--- src/rtl/vote_pkg.sv ---
// Shared types and constants for the vote booth arbiter: session states,
// vote encoding and the one-hot validity check.
package vote_pkg;

  localparam int VOTE_W = 4;
  localparam int CNT_W  = 5;

  // Bit positions inside a 4-bit vote {opt1, opt2, opt3, abstain}
  localparam int OPT1 = 3;
  localparam int OPT2 = 2;
  localparam int OPT3 = 1;
  localparam int ABS  = 0;

  typedef enum logic [1:0] {
    IDLE   = 2'b00,
    OPEN   = 2'b01,
    CLOSED = 2'b10
  } session_e;

  function automatic logic is_one_hot(input logic [VOTE_W-1:0] v);
    logic [2:0] ones;
    ones = 3'(v[OPT1]) + 3'(v[OPT2]) + 3'(v[OPT3]) + 3'(v[ABS]);
    return ones == 3'd1;
  endfunction

endpackage

--- src/rtl/rr_arbiter.sv ---
// Round-robin arbiter: grants the first available requester at or after the
// pointer; the pointer moves to grant+1 whenever a grant is consumed.
module rr_arbiter #(
  parameter int N = 4
) (
  input  logic         clk,
  input  logic         reset,
  input  logic [N-1:0] req_i,
  input  logic [N-1:0] mask_i,
  input  logic         advance_i,
  output logic [N-1:0] grant_o,
  output logic         grant_valid_o
);

  localparam int PTR_W = (N > 1) ? $clog2(N) : 1;

  logic [PTR_W-1:0] ptr_q, ptr_d;
  logic [PTR_W-1:0] idx, gidx;
  logic [N-1:0]     avail;
  logic             found;

  // Masked booths already have a response in flight this cycle
  assign avail = req_i & ~mask_i;

  always_comb begin
    found = 1'b0;
    gidx  = '0;
    idx   = '0;
    for (int i = 0; i < N; i++) begin
      idx = PTR_W'((int'(ptr_q) + i) % N);
      if (!found && avail[idx]) begin
        found = 1'b1;
        gidx  = idx;
      end
    end
  end

  assign grant_valid_o = found;
  assign grant_o       = found ? ({{(N-1){1'b0}}, 1'b1} << gidx) : '0;

  always_comb begin
    ptr_d = ptr_q;
    if (advance_i && found) begin
      ptr_d = (gidx == PTR_W'(N-1)) ? '0 : gidx + 1'b1;
    end
  end

  always_ff @(posedge clk or posedge reset) begin
    if (reset) begin
      ptr_q <= '0;
    end else begin
      ptr_q <= ptr_d;
    end
  end

endmodule

--- src/rtl/vote_booth_arbiter.sv ---
// Election session controller: sequences IDLE/OPEN/CLOSED, arbitrates booth
// requests round-robin and forwards one validated vote per cycle to the tally.
module vote_booth_arbiter
  import vote_pkg::*;
#(
  parameter int NUM_BOOTHS = 4,
  parameter int CNT_W      = vote_pkg::CNT_W,
  parameter int MAX_VOTES  = 31
) (
  input  logic                         clk,
  input  logic                         reset,
  input  logic                         open_i,
  input  logic                         close_i,
  input  logic [NUM_BOOTHS-1:0]        booth_req,
  input  logic [VOTE_W*NUM_BOOTHS-1:0] booth_vote,
  output logic [NUM_BOOTHS-1:0]        booth_ack,
  output logic [NUM_BOOTHS-1:0]        booth_nack,
  output logic [VOTE_W-1:0]            tally_vote,
  output logic                         tally_en,
  output logic                         tally_clr,
  output logic [1:0]                   session_state,
  output logic [CNT_W-1:0]             total_votes,
  output logic                         session_done
);

  session_e                state_q, state_d;
  logic [NUM_BOOTHS-1:0]   ack_q, ack_d;
  logic [NUM_BOOTHS-1:0]   nack_q, nack_d;
  logic [VOTE_W-1:0]       tvote_q, tvote_d;
  logic                    ten_q, ten_d;
  logic                    clr_q, clr_d;
  logic                    done_q, done_d;
  logic [CNT_W-1:0]        total_q, total_d;

  logic [NUM_BOOTHS-1:0]   grant;
  logic                    grant_valid;
  logic [VOTE_W-1:0]       sel_vote;

  rr_arbiter #(.N(NUM_BOOTHS)) u_arb (
    .clk           (clk),
    .reset         (reset),
    .req_i         (booth_req),
    .mask_i        (ack_q | nack_q),
    .advance_i     (grant_valid),
    .grant_o       (grant),
    .grant_valid_o (grant_valid)
  );

  always_comb begin
    sel_vote = '0;
    for (int b = 0; b < NUM_BOOTHS; b++) begin
      if (grant[b]) sel_vote |= booth_vote[VOTE_W*b +: VOTE_W];
    end
  end

  // Vote decision uses the pre-edge state; session transitions follow it
  always_comb begin
    state_d = state_q;
    total_d = total_q;
    ack_d   = '0;
    nack_d  = '0;
    tvote_d = '0;
    ten_d   = 1'b0;
    clr_d   = 1'b0;

    if (grant_valid) begin
      if (state_q == OPEN && is_one_hot(sel_vote)) begin
        ack_d   = grant;
        tvote_d = sel_vote;
        ten_d   = 1'b1;
        total_d = total_q + 1'b1;
      end else begin
        nack_d = grant;
      end
    end

    unique case (state_q)
      IDLE, CLOSED: begin
        if (open_i) begin
          state_d = OPEN;
          clr_d   = 1'b1;
          total_d = '0;
        end
      end
      OPEN: begin
        if (close_i || (ten_d && total_d == CNT_W'(MAX_VOTES))) state_d = CLOSED;
      end
      default: state_d = IDLE;
    endcase

    done_d = (state_d == CLOSED);
  end

  always_ff @(posedge clk or posedge reset) begin
    if (reset) begin
      state_q <= IDLE;
      total_q <= '0;
      ack_q   <= '0;
      nack_q  <= '0;
      tvote_q <= '0;
      ten_q   <= 1'b0;
      clr_q   <= 1'b0;
      done_q  <= 1'b0;
    end else begin
      state_q <= state_d;
      total_q <= total_d;
      ack_q   <= ack_d;
      nack_q  <= nack_d;
      tvote_q <= tvote_d;
      ten_q   <= ten_d;
      clr_q   <= clr_d;
      done_q  <= done_d;
    end
  end

  assign booth_ack     = ack_q;
  assign booth_nack    = nack_q;
  assign tally_vote    = tvote_q;
  assign tally_en      = ten_q;
  assign tally_clr     = clr_q;
  assign session_state = state_q;
  assign total_votes   = total_q;
  assign session_done  = done_q;

endmodule

--- config.mk ---
export PLATFORM = sky130hd
export DESIGN_NAME = vote_booth_arbiter
export DESIGN_NICKNAME = d
export VERILOG_FILES = /design/src/rtl/vote_pkg.sv /design/src/rtl/rr_arbiter.sv /design/src/rtl/vote_booth_arbiter.sv
export SDC_FILE = /design/constraint.sdc
export NUM_CORES = 1
export LEC_CHECK = 0
export ABC_AREA = 1
export ABC_CLOCK_PERIOD_IN_PS = 9550
export CORE_AREA = 2 2 59 61
export DETAILED_ROUTE_END_ITERATION = 8
export DIE_AREA = 0 0 61 63
export PLACE_DENSITY = 0.9
export SLEW_MARGIN = 20
export SYNTH_ARGS = -nofsm -noshare
export SYNTH_HDL_FRONTEND = slang
export SYNTH_HIERARCHICAL = 1
export SYNTH_SLANG_ARGS = --single-unit
--- constraint.sdc ---
create_clock -name clk -period 9.55 [get_ports clk]
set_input_delay 1.91 -clock clk [delete_from_list [all_inputs] [get_ports clk]]
set_output_delay 1.91 -clock clk [all_outputs]
set_load 0.05 [all_outputs]
==> reports/metrics.cfg, run 1 <==
[cts]
cts_setup_buffers=0
hold_buffers=0
clock_sinks=24
cts.clk_slew.worst_paths_ns=0.13
cts_tree=built
ctsResizeCount=0
numCtsBuffers=3
htree_levels=1
clk_latency_ns=0.32
cts_buffer_depth=2
ctsRootBufferMaster=clkbuf_4

[timing]
relSlewSlack=0.447
drv_slew=0
fin_skew_ns=0.0106
fmaxAchievable_ghz=0.170
worst-slew-pin-transition_ns=0.828
hold_viol=0
rsz0062_at_grt=false
finalSetupTns_ns=0
period_minus_slack_ns=5.89
finalSetupViolCount=0
period_share=0.617

[drt]
post_drt_wl_per_cell_microns=12.0
wl_met2_microns=1770
vias=1486
highest_layer=met4
wl_met1_microns=1550
drc=0
drtAntennaViolNets=0
dr_wl_met3_microns=216
wl_microns=3550
avgViaCountPerCell=5.04
first_iter_violations=75
drt-pass1-iter-count=4

[synthesis]
synth_nets=234
yosys-top-cells-area=dfrtp_1 (38%), nand2_1 (9.3%), inv_1 (7.6%)
synth_cell_types=30
ys_warn_count=6
synth_ff_type=dfrtp_1
async_flop_share=1.00
syn_area_sq_mm=0.00158
synth.ff_latch_count=24
synth.avg_cell_area_sq_um=7.83
yosysTopAreaCell=dfrtp_1
synth_edf_count=0
synth_top_area_frac=0.380
ys_seq_area_frac=0.380
yosysMostFrequentCell=nand2_1
synth_common_cells=nand2_1 (39), inv_1 (32), dfrtp_1 (24), nor2_1 (18), nand3_1 (17)
synthCells=202

[critical_path]
critPathRequiredTime_ns=9.75
end_kind=flop
start_kind=primary input
critical_path_arrival_ns=6.10
ff2ff_path_depth=25
critPathMaxFanout=12
worstSetupPathType=primary input to flop
regToRegSetupSlack_ns=4.96

[finish]
design_area_sq_mm=0.00213
diodes=0
areaGrowthSynthToFinish_pct=34.4
nNetsFinal=282
fin_util=0.658
drive_gt1_frac=0.129

[run_status]
status=finished, final reports clean

[worst_hold_path]
hp-class=flop to flop
hold_depth=2

[place]
gp_congestion=0.888
dpl_cell_area_sq_mm=0.00207
port_buffers=45
dp_hpwl_microns=2820

[global_route]
grt_max_degree=23
grt_pass1_wl_microns=6040
gr-total-overflow=0
antenna_found_initial=0
track_usage=0.201
grt_pass1_vias=1399

[floorplanning]
die_width_microns=61
rows=21
initial_core_util=0.489
coreArea_sq_mm=0.00323
die_y_microns=63
design.die.area_sq_mm=0.00384
io_pins=46

[flow_run]
maxCapViolCount=0

## final timing paths
check	startpoint	endpoint
setup / recovery	booth_req[3]	total_votes[0]
hold / removal	total_votes[1]	total_votes[1]
setup reg to reg	booth_nack[3]	total_votes[0]
hold reg to reg	total_votes[1]	total_votes[1]
max in group asynchronous	reset	total_votes[4]
min in group asynchronous	reset	u_arb/ptr_q[0]
## layer usage
| metal | GRT usage | vias to the layer above |
|---|---|---|
| met1 | 0.275 | 685 |
| met2 | 0.339 | 57 |
| met4 | 0.0353 | 0 |
| met5 | 0 | - |
| li1 | - | 742 |
| met3 | 0.0248 | 2 |
## sequential cells by signal, summed over array words and instances (netlist names)
signal and flops:
booth_ack 4, booth_nack 4, session_done 1, session_state 2, tally_clr 1, tally_en 1
tally_vote 4, total_votes 5, u_arb/ptr_q 2
## stage by stage
stage / hold slack (ns) / worst slack [ns] / instances
2_1_floorplan: 0.556 / 4.24 / 202
3_3_place_gp: 0.582 / 3.54 / 291
3_5_place_dp: 0.574 / 3.32 / 291
4_1_cts: 0.596 / 3.66 / 295
5_1_grt: 0.650 / 3.39 / 295
6_report: 0.598 / 3.66 / 295
## logic make-up (layout without fill, tap and decap cells)
logic type               count (synthesis)  after routing  share of synthesized area
adder cells (fa/ha/maj)                  8              8                     0.0680
buffers and inverters                   40             87                      0.105
AND/OR/NAND/NOR                        107            107                      0.356
XOR/XNOR                                 1              1                    0.00554
flip-flops                              24             24                      0.380
AO/OA/AOI/OAI                           22             22                     0.0854
## area by class of cell
class | instances | area [sq um]
inverter | 38 | 150
clock buffer | 3 | 22.5
timing repair buffer | 45 | 450
tap | 46 | 57.6
sequential | 24 | 601
fill | 270 | 1110
multi-input combinational | 138 | 815
clock inverter | 1 | 30.0
## cells in the final DEF, fill, tap and decap left out, drive strengths merged, types with 4 or more instances in the layout
cell type and instances:
nand2 47, dfrtp 24, a21oi 11, nor2 19, nor3 5, inv 38
clkdlybuf4s50 45, ha 7, nand3 23, or2 4, nand4 9, o21ai 4
## worst max-delay path: stages
cell and delay (ns):
clkdlybuf4s50_1 0.50, nand3_2 0.12, nand3_1 0.13, nand2_1 0.13, nand4_4 0.21, inv_4 0.07, o21ai_2 0.18, inv_2 0.06
ha_1 0.19, inv_1 0.05, nor2_1 0.08, a22oi_1 0.18, a21boi_0 0.19, o21a_1 0.16, inv_1 0.06, fa_1 0.48
ha_1 0.21, ha_1 0.26, inv_1 0.08, nand3_2 0.13, nor3_4 0.21, inv_1 0.21, o21ai_0 0.22, a21oi_1 0.06
Power of run 1 is not shown: default switching activity piles up to over one toggle a cycle in this logic, so the estimate is an artifact.
==> inputs of run 2 (changes only) <==
ABC_CLOCK_PERIOD_IN_PS = 6070   (was 9550)
CORE_AREA = 2 2 62 64   (was 2 2 59 61)
DIE_AREA = 0 0 64 66   (was 0 0 61 63)
PLACE_DENSITY = 0.83   (was 0.9)
clock period = 6.07 ns   (was 9.55 ns; I/O delays follow)
==> reports/metrics.cfg, run 2 (synthesis results as in run 1) <==
[run_status]
status=finished, final reports clean

[drt]
avgViaCountPerCell=4.82
highest_layer=met4
drt-pass1-iter-count=4
drtAntennaViolNets=0
wl_met1_microns=1560
drc=0
wl_met2_microns=1770
post_drt_wl_per_cell_microns=11.9
dr_wl_met3_microns=191
vias=1431
wl_microns=3540
first_iter_violations=69

[critical_path]
critPathRequiredTime_ns=6.26
critical_path_arrival_ns=5.41
critPathSlowestCell=clkdlybuf4s50_1
start_kind=primary input
cp_common_cell=inv_1
r2r_start=booth_nack[1]
end_kind=flop
crit_start=booth_req[1]
critPathMaxFanout=12
critPathMaxStageDelay_ns=0.48
worstSetupPathType=primary input to flop
path_cells=clkdlybuf4s50_1 -> nand3_1 -> nand3_1 -> nand2_4 -> nand4_4 -> inv_4 -> o21ai_2 -> inv_2 -> ha_1 -> inv_1 -> nor2_1 -> a22oi_1 -> a21boi_0 -> o21a_1 -> inv_1 -> fa_1 -> ha_1 -> ha_1 -> inv_1 -> nand3_2 -> nor3_4 -> inv_1 -> o21ai_0 -> a21oi_1

[timing]
worst-slew-pin-transition_ns=0.821
finalSetupViolCount=0
period_minus_slack_ns=5.22
fmaxAchievable_ghz=0.191
period_share=0.861
hold_slack_ns=0.590
relSlewSlack=0.452
fin_skew_ns=0.0189
hold_viol=0
finalSetupTns_ns=0
drv_slew=0
rsz0062_at_grt=false

[global_route]
grt_pass1_vias=1341
track_usage=0.173
grt_max_degree=23
gr-total-overflow=0
grt_pass1_wl_microns=5810
antenna_found_initial=0

[floorplanning]
design.die.area_sq_mm=0.00422
die_y_microns=66
die_width_microns=64
io_pins=46
coreArea_sq_mm=0.00355
initial_core_util=0.445
rows=22

[finish]
fin_util=0.595
diodes=0
drive_gt1_frac=0.129
nNetsFinal=282
areaGrowthSynthToFinish_pct=33.5
design_area_sq_mm=0.00211
final_common_cell=clkdlybuf4s50_1
final_cell_mix=clkdlybuf4s50_1 (45), nand2_1 (39), inv_1 (32), dfrtp_1 (24), nor2_1 (18)
largest_register_ffs=5

[place]
dp_hpwl_microns=2780
port_buffers=45
gp_congestion=0.871
dpl_cell_area_sq_mm=0.00208

[cts]
cts_setup_buffers=0
cts.clk_slew.worst_paths_ns=0.11
cts_tree=built
clock_sinks=24
hold_buffers=0
ctsResizeCount=0
clk_latency_ns=0.32
ctsRootBufferMaster=clkbuf_4
cts_buffer_depth=2
numCtsBuffers=3
htree_levels=1

[flow_run]
maxCapViolCount=0

[worst_hold_path]
min-delay-start=total_votes[1]
hp-class=flop to flop

==> run 2: area by class of cell <==
cell class / count / area (sq um)
well taps: 48 / 60.1
clock buffers: 4 / 36.3
repair buffers: 45 / 450
flip-flops and latches: 24 / 601
multi-input cells: 138 / 815
inverters: 38 / 150
fillers: 299 / 1440
==> run 2: worst paths after layout <==
| check | endpoint | slack (ns) | depth (start not counted) |
|---|---|---|---|
| min in group asynchronous | u_arb/ptr_q[0] | 1.06 | 2 |
| setup / recovery | total_votes[0] | 0.85 | 24 |
| hold / removal | total_votes[1] | 0.59 | 2 |
| hold reg to reg | total_votes[1] | 0.59 | 2 |
| max in group asynchronous | total_votes[2] | 4.16 | 2 |
| setup reg to reg | total_votes[0] | 1.46 | 25 |
==> run 2: routing by layer <==
metal | vias up | track usage
li1 | 744 | -
met1 | 648 | 0.213
met2 | 37 | 0.306
met3 | 2 | 0.0324
met4 | 0 | 0.0543
met5 | - | 0
==> run 2: through the flow <==
stage | worst slack, ns | std cells
after detailed placement | 0.498 | 293
final | 0.846 | 297
after global placement | 0.601 | 293
after global routing | 0.505 | 297
after floorplan | 1.45 | 202
after CTS | 0.828 | 297
==> run 2: critical path: cells and delay by family <==
kind,cells,cell delay (ns)
compound gates,6,1.01
fa+ha+maj,4,1.13
buf+inv,7,1.02
simple gates,7,1.03
Power of run 2 is left out for the same reason.
==> inputs of run 3 (changes only) <==
PLACE_DENSITY = 0.87   (was 0.83)
TNS_END_PERCENT = 30   (was not set)
==> reports/metrics.cfg, run 3 (synthesis results as in run 1) <==
[cts]
cts_setup_buffers=0
cts.clk_slew.worst_paths_ns=0.12
ctsRootBufferMaster=clkbuf_4
hold_buffers=0
numCtsBuffers=3
clock_sinks=24
htree_levels=1
cts_buffer_depth=2
cts_tree=built
clk_latency_ns=0.31
ctsResizeCount=0

[drt]
first_iter_violations=126
drc=0
wl_microns=3550
avgViaCountPerCell=4.88
drt-pass1-iter-count=6
vias=1448
drtAntennaViolNets=0
post_drt_wl_per_cell_microns=12.0

[worst_hold_path]
hp-class=flop to flop
hold_depth=2

[finish]
drive_gt1_frac=0.129
fin_util=0.595
areaGrowthSynthToFinish_pct=33.5
largest_register_ffs=5
final_cell_count_no_fill=297
nNetsFinal=282
nFillCells=304
final_common_cell=clkdlybuf4s50_1
final_cell_mix=clkdlybuf4s50_1 (45), nand2_1 (39), inv_1 (32), dfrtp_1 (24), nor2_1 (18)
diodes=0

[floorplanning]
design.die.area_sq_mm=0.00422
die_width_microns=64
io_pins=46
initial_core_util=0.445
rows=22
die_y_microns=66
coreArea_sq_mm=0.00355

[place]
port_buffers=45
dp.cells=293
gp_congestion=0.863
dp_hpwl_microns=2820

[critical_path]
critPathMaxFanout=12
start_kind=primary input
critPathRequiredTime_ns=6.27
ff2ff_path_depth=25
end_kind=flop
critical_path_arrival_ns=5.46
worstSetupPathType=primary input to flop

[timing]
period_share=0.867
fin_skew_ns=0.00471
worst-slew-pin-transition_ns=0.817
finalSetupTns_ns=0
hold_viol=0
rsz0062_at_grt=false
drv_slew=0
period_minus_slack_ns=5.27
finalSetupViolCount=0
fmaxAchievable_ghz=0.190
relSlewSlack=0.455

[global_route]
gr-total-overflow=0
antenna_found_initial=0
grt_use_met1=0.216
track_usage=0.184
grtUsageMet2=0.340
use_met3=0.0358
grt_pass1_vias=1388
grt.busiest_layer=met2
grt_pass1_wl_microns=6130
grt_max_degree=23

[flow_run]
maxCapViolCount=0

[run_status]
status=finished, final reports clean

[run 3: metal layers]
metal	share of wire	wire [microns]	vias to the layer above
li1	-	-	737
met1	0.42	1480	661
met2	0.51	1820	46
met3	0.063	224	4
met4	0.0076	27	0
met5	0	0	-
[run 3: worst paths after layout]
path / start / endpoint / slack (ns)
min in group asynchronous: reset / u_arb/ptr_q[1] / 1.07
worst min-delay path: total_votes[1] / total_votes[1] / 0.59
worst min register to register: total_votes[1] / total_votes[1] / 0.59
worst max-delay path: booth_req[1] / total_votes[0] / 0.80
worst max register to register: booth_nack[1] / total_votes[0] / 1.45
max in group asynchronous: reset / session_state[0] / 4.18
[run 3: final cells by class]
cell class                      count  area [sq um]  area share
Multi-Input combinational cell    138           815       0.386
Clock buffer                        4          36.3      0.0172
Sequential cell                    24           601       0.284
Tap cell                           48          60.1      0.0284
Timing Repair Buffer               45           450       0.213
Inverter                           38           150      0.0711
[run 3: per-stage QoR]
step | area [sq um] | hold WS [ns] | setup slack, ns
after CTS | 2110 | 0.592 | 0.834
after global routing | 2110 | 0.623 | 0.381
after global placement | 2080 | 0.571 | 0.633
final | 2110 | 0.592 | 0.804
after floorplan | 1580 | 0.556 | 1.45
after detailed placement | 2080 | 0.572 | 0.488
[run 3: worst max-delay path: stages]
cell and delay (ns):
clkdlybuf4s50_1 0.49, nand3_1 0.12, nand3_1 0.13, nand2_1 0.13
nand4_4 0.21, inv_4 0.07, o21ai_2 0.19, inv_2 0.06
ha_1 0.20, inv_1 0.05, nor2_1 0.08, a22oi_1 0.19
a21boi_0 0.21, o21a_1 0.17, inv_1 0.06, fa_1 0.48
ha_1 0.21, ha_1 0.26, inv_1 0.08, nand3_2 0.12
nor3_4 0.22, inv_1 0.23, o21ai_0 0.21, a21oi_1 0.07
Power of run 3 is left out for the same reason.
==> patch, RTL diff (flow settings as in run 2) <==
Set the parameter `NUM_BOOTHS` to 2 (it was 4).
--- a/src/rtl/vote_booth_arbiter.sv
+++ b/src/rtl/vote_booth_arbiter.sv
@@ -3,7 +3,7 @@
 module vote_booth_arbiter
   import vote_pkg::*;
 #(
-  parameter int NUM_BOOTHS = 4,
+  parameter int NUM_BOOTHS = 2,
   parameter int CNT_W      = vote_pkg::CNT_W,
   parameter int MAX_VOTES  = 31
 ) (
Interface: changed (resized booth_ack, booth_nack, booth_req and booth_vote); port bits go from 46 to 32. No check against the original RTL was run, so the function may have changed too.
==> patch against run 2 <==
  * Sequential cell count fell by 5
  * First-iteration DRC count fell by 74%
  * Cell area fell by 35%
  * Worst setup slack improved by 1.1 ns
  * Synthesized cell count fell by 39%
  * Wire length fell by 40%
  * Synthesized area fell by 38%
  * Largest cell class is now registers
==> patch: results (changes against run 2) <==
Outcome
  – Status: finished clean

Global routing
  – M1 GR Usage: 0.136 (-0.0777)
  – First-pass GRT wire length: 3660 um (-37%)
  – M2 GR Usage: 0.193 (-0.113)
  – GRT Util Overall: 0.112 (-0.0617)
  – Met3 usage: 0.0273 (-0.00511)
  – Pin count of the biggest net entering global routing: 19 (-17%)

STA
  – Relative slew slack: 0.384 (-0.0683)
  – WHS: 0.539 ns (-0.0509 ns)
  – Final worst setup slack: 1.93 ns (+1.09 ns)

Synth
  – Mapped Nets: 142 (-39%)
  – Syn Inst Count: 124 (-39%)
  – Netlist cell types: 16 (-47%)
  – Post-synth top cells: inv_1 (32), nand2_1 (22), dfrtp_1 (19)
  – Top cell type's share of synthesized area: 0.486 (+0.106)
  – Top cells by area, synth: dfrtp_1 (49%), inv_1 (12%), nand2_1 (8.4%)

Critical path
  – Reg-to-reg setup timing slack: 2.65 ns (+1.19 ns)
  – Critical path peak fanout: 6 (-6)
  – R2R cell count: 19 (-24%)
  – Slowest-stage cell, CP: fa_1
  – R2R Path End: session_done

Cells and area
  – Layout cells sized above 1: 0.0755 (-0.0530)
  – Layout fillers: 367 (+23%)
  – Final Instance Count excl. Fillers: 207 (-30%)
  – Nets: 178 (-37%)

Place
  – Placed Area: 0.00135 mm^2 (-35%)
  – Cells after DPL: 203 (-31%)
  – Routability congestion estimate: 0.822 (-5.6%)
  – Hpwl dp: 1680 um (-40%)

Drt
  – WL final: 2120 um (-40%)
  – DR iter-0 viols: 18 (-74%)
  – Vias per cell: 4.17 (-13%)

Clocking
  – Worst skew pair latency: 0.29 ns (-0.03 ns)

Min path
  – Hold Crit Endpoint: u_arb/ptr_q
  – HP Start: u_arb/ptr_q
patch: layout make-up:
class,instances,area share
multi-input cells,69,0.268
clock buffers,4,0.0191
repair buffers,31,0.226
inverters,36,0.0983
well taps,48,0.0437
flip-flops and latches,19,0.346
patch: how the worst max path moves through the flow:
| stage | startpoint | to | cells past startpoint |
|---|---|---|---|
| floorplan | booth_req[1] | session_done | 19 |
| global placement | booth_req[1] | session_done | 20 |
| detailed placement | booth_req[1] | session_done | 20 |
| CTS | booth_req[1] | session_done | 20 |
| global route | booth_req[1] | session_state[1] | 20 |
| finish | booth_req[1] | session_done | 20 |
patch: metal layers:
layer	share of wire	routed length, um	vias to the layer above
li1	-	-	450
met1	0.46	966	388
met2	0.50	1050	22
met3	0.036	76	4
met4	0.010	22	0
met5	0	0	-
patch: metrics by stage:
| step | utilization | power (mW) |
|---|---|---|
| 6_report | 0.387 | 0.543 |
| 3_5_place_dp | 0.380 | 0.484 |
| 5_1_grt | 0.387 | 0.585 |
| 3_3_place_gp | 0.380 | 0.474 |
| 4_1_cts | 0.387 | 0.547 |
| 2_1_floorplan | - | 0.394 |
patch: cells by family after synthesis:
group / share of synthesized area
simple gates: 0.261
buf+inv: 0.138
flops: 0.486
compound gates: 0.0563
fa+ha+maj: 0.0588
patch: power by group:
group          switching, mW  internal, mW
logic                  0.211         0.103
clock network         0.0366        0.0255
registers             0.0146         0.153
patch: worst max-delay path, delay by kind of cell:
kind / cells / cell delay, ns
AND/OR/NAND/NOR: 10 / 1.06
adder cells (fa/ha/maj): 3 / 0.96
buffers and inverters: 6 / 0.79
AO/OA/AOI/OAI: 1 / 0.27
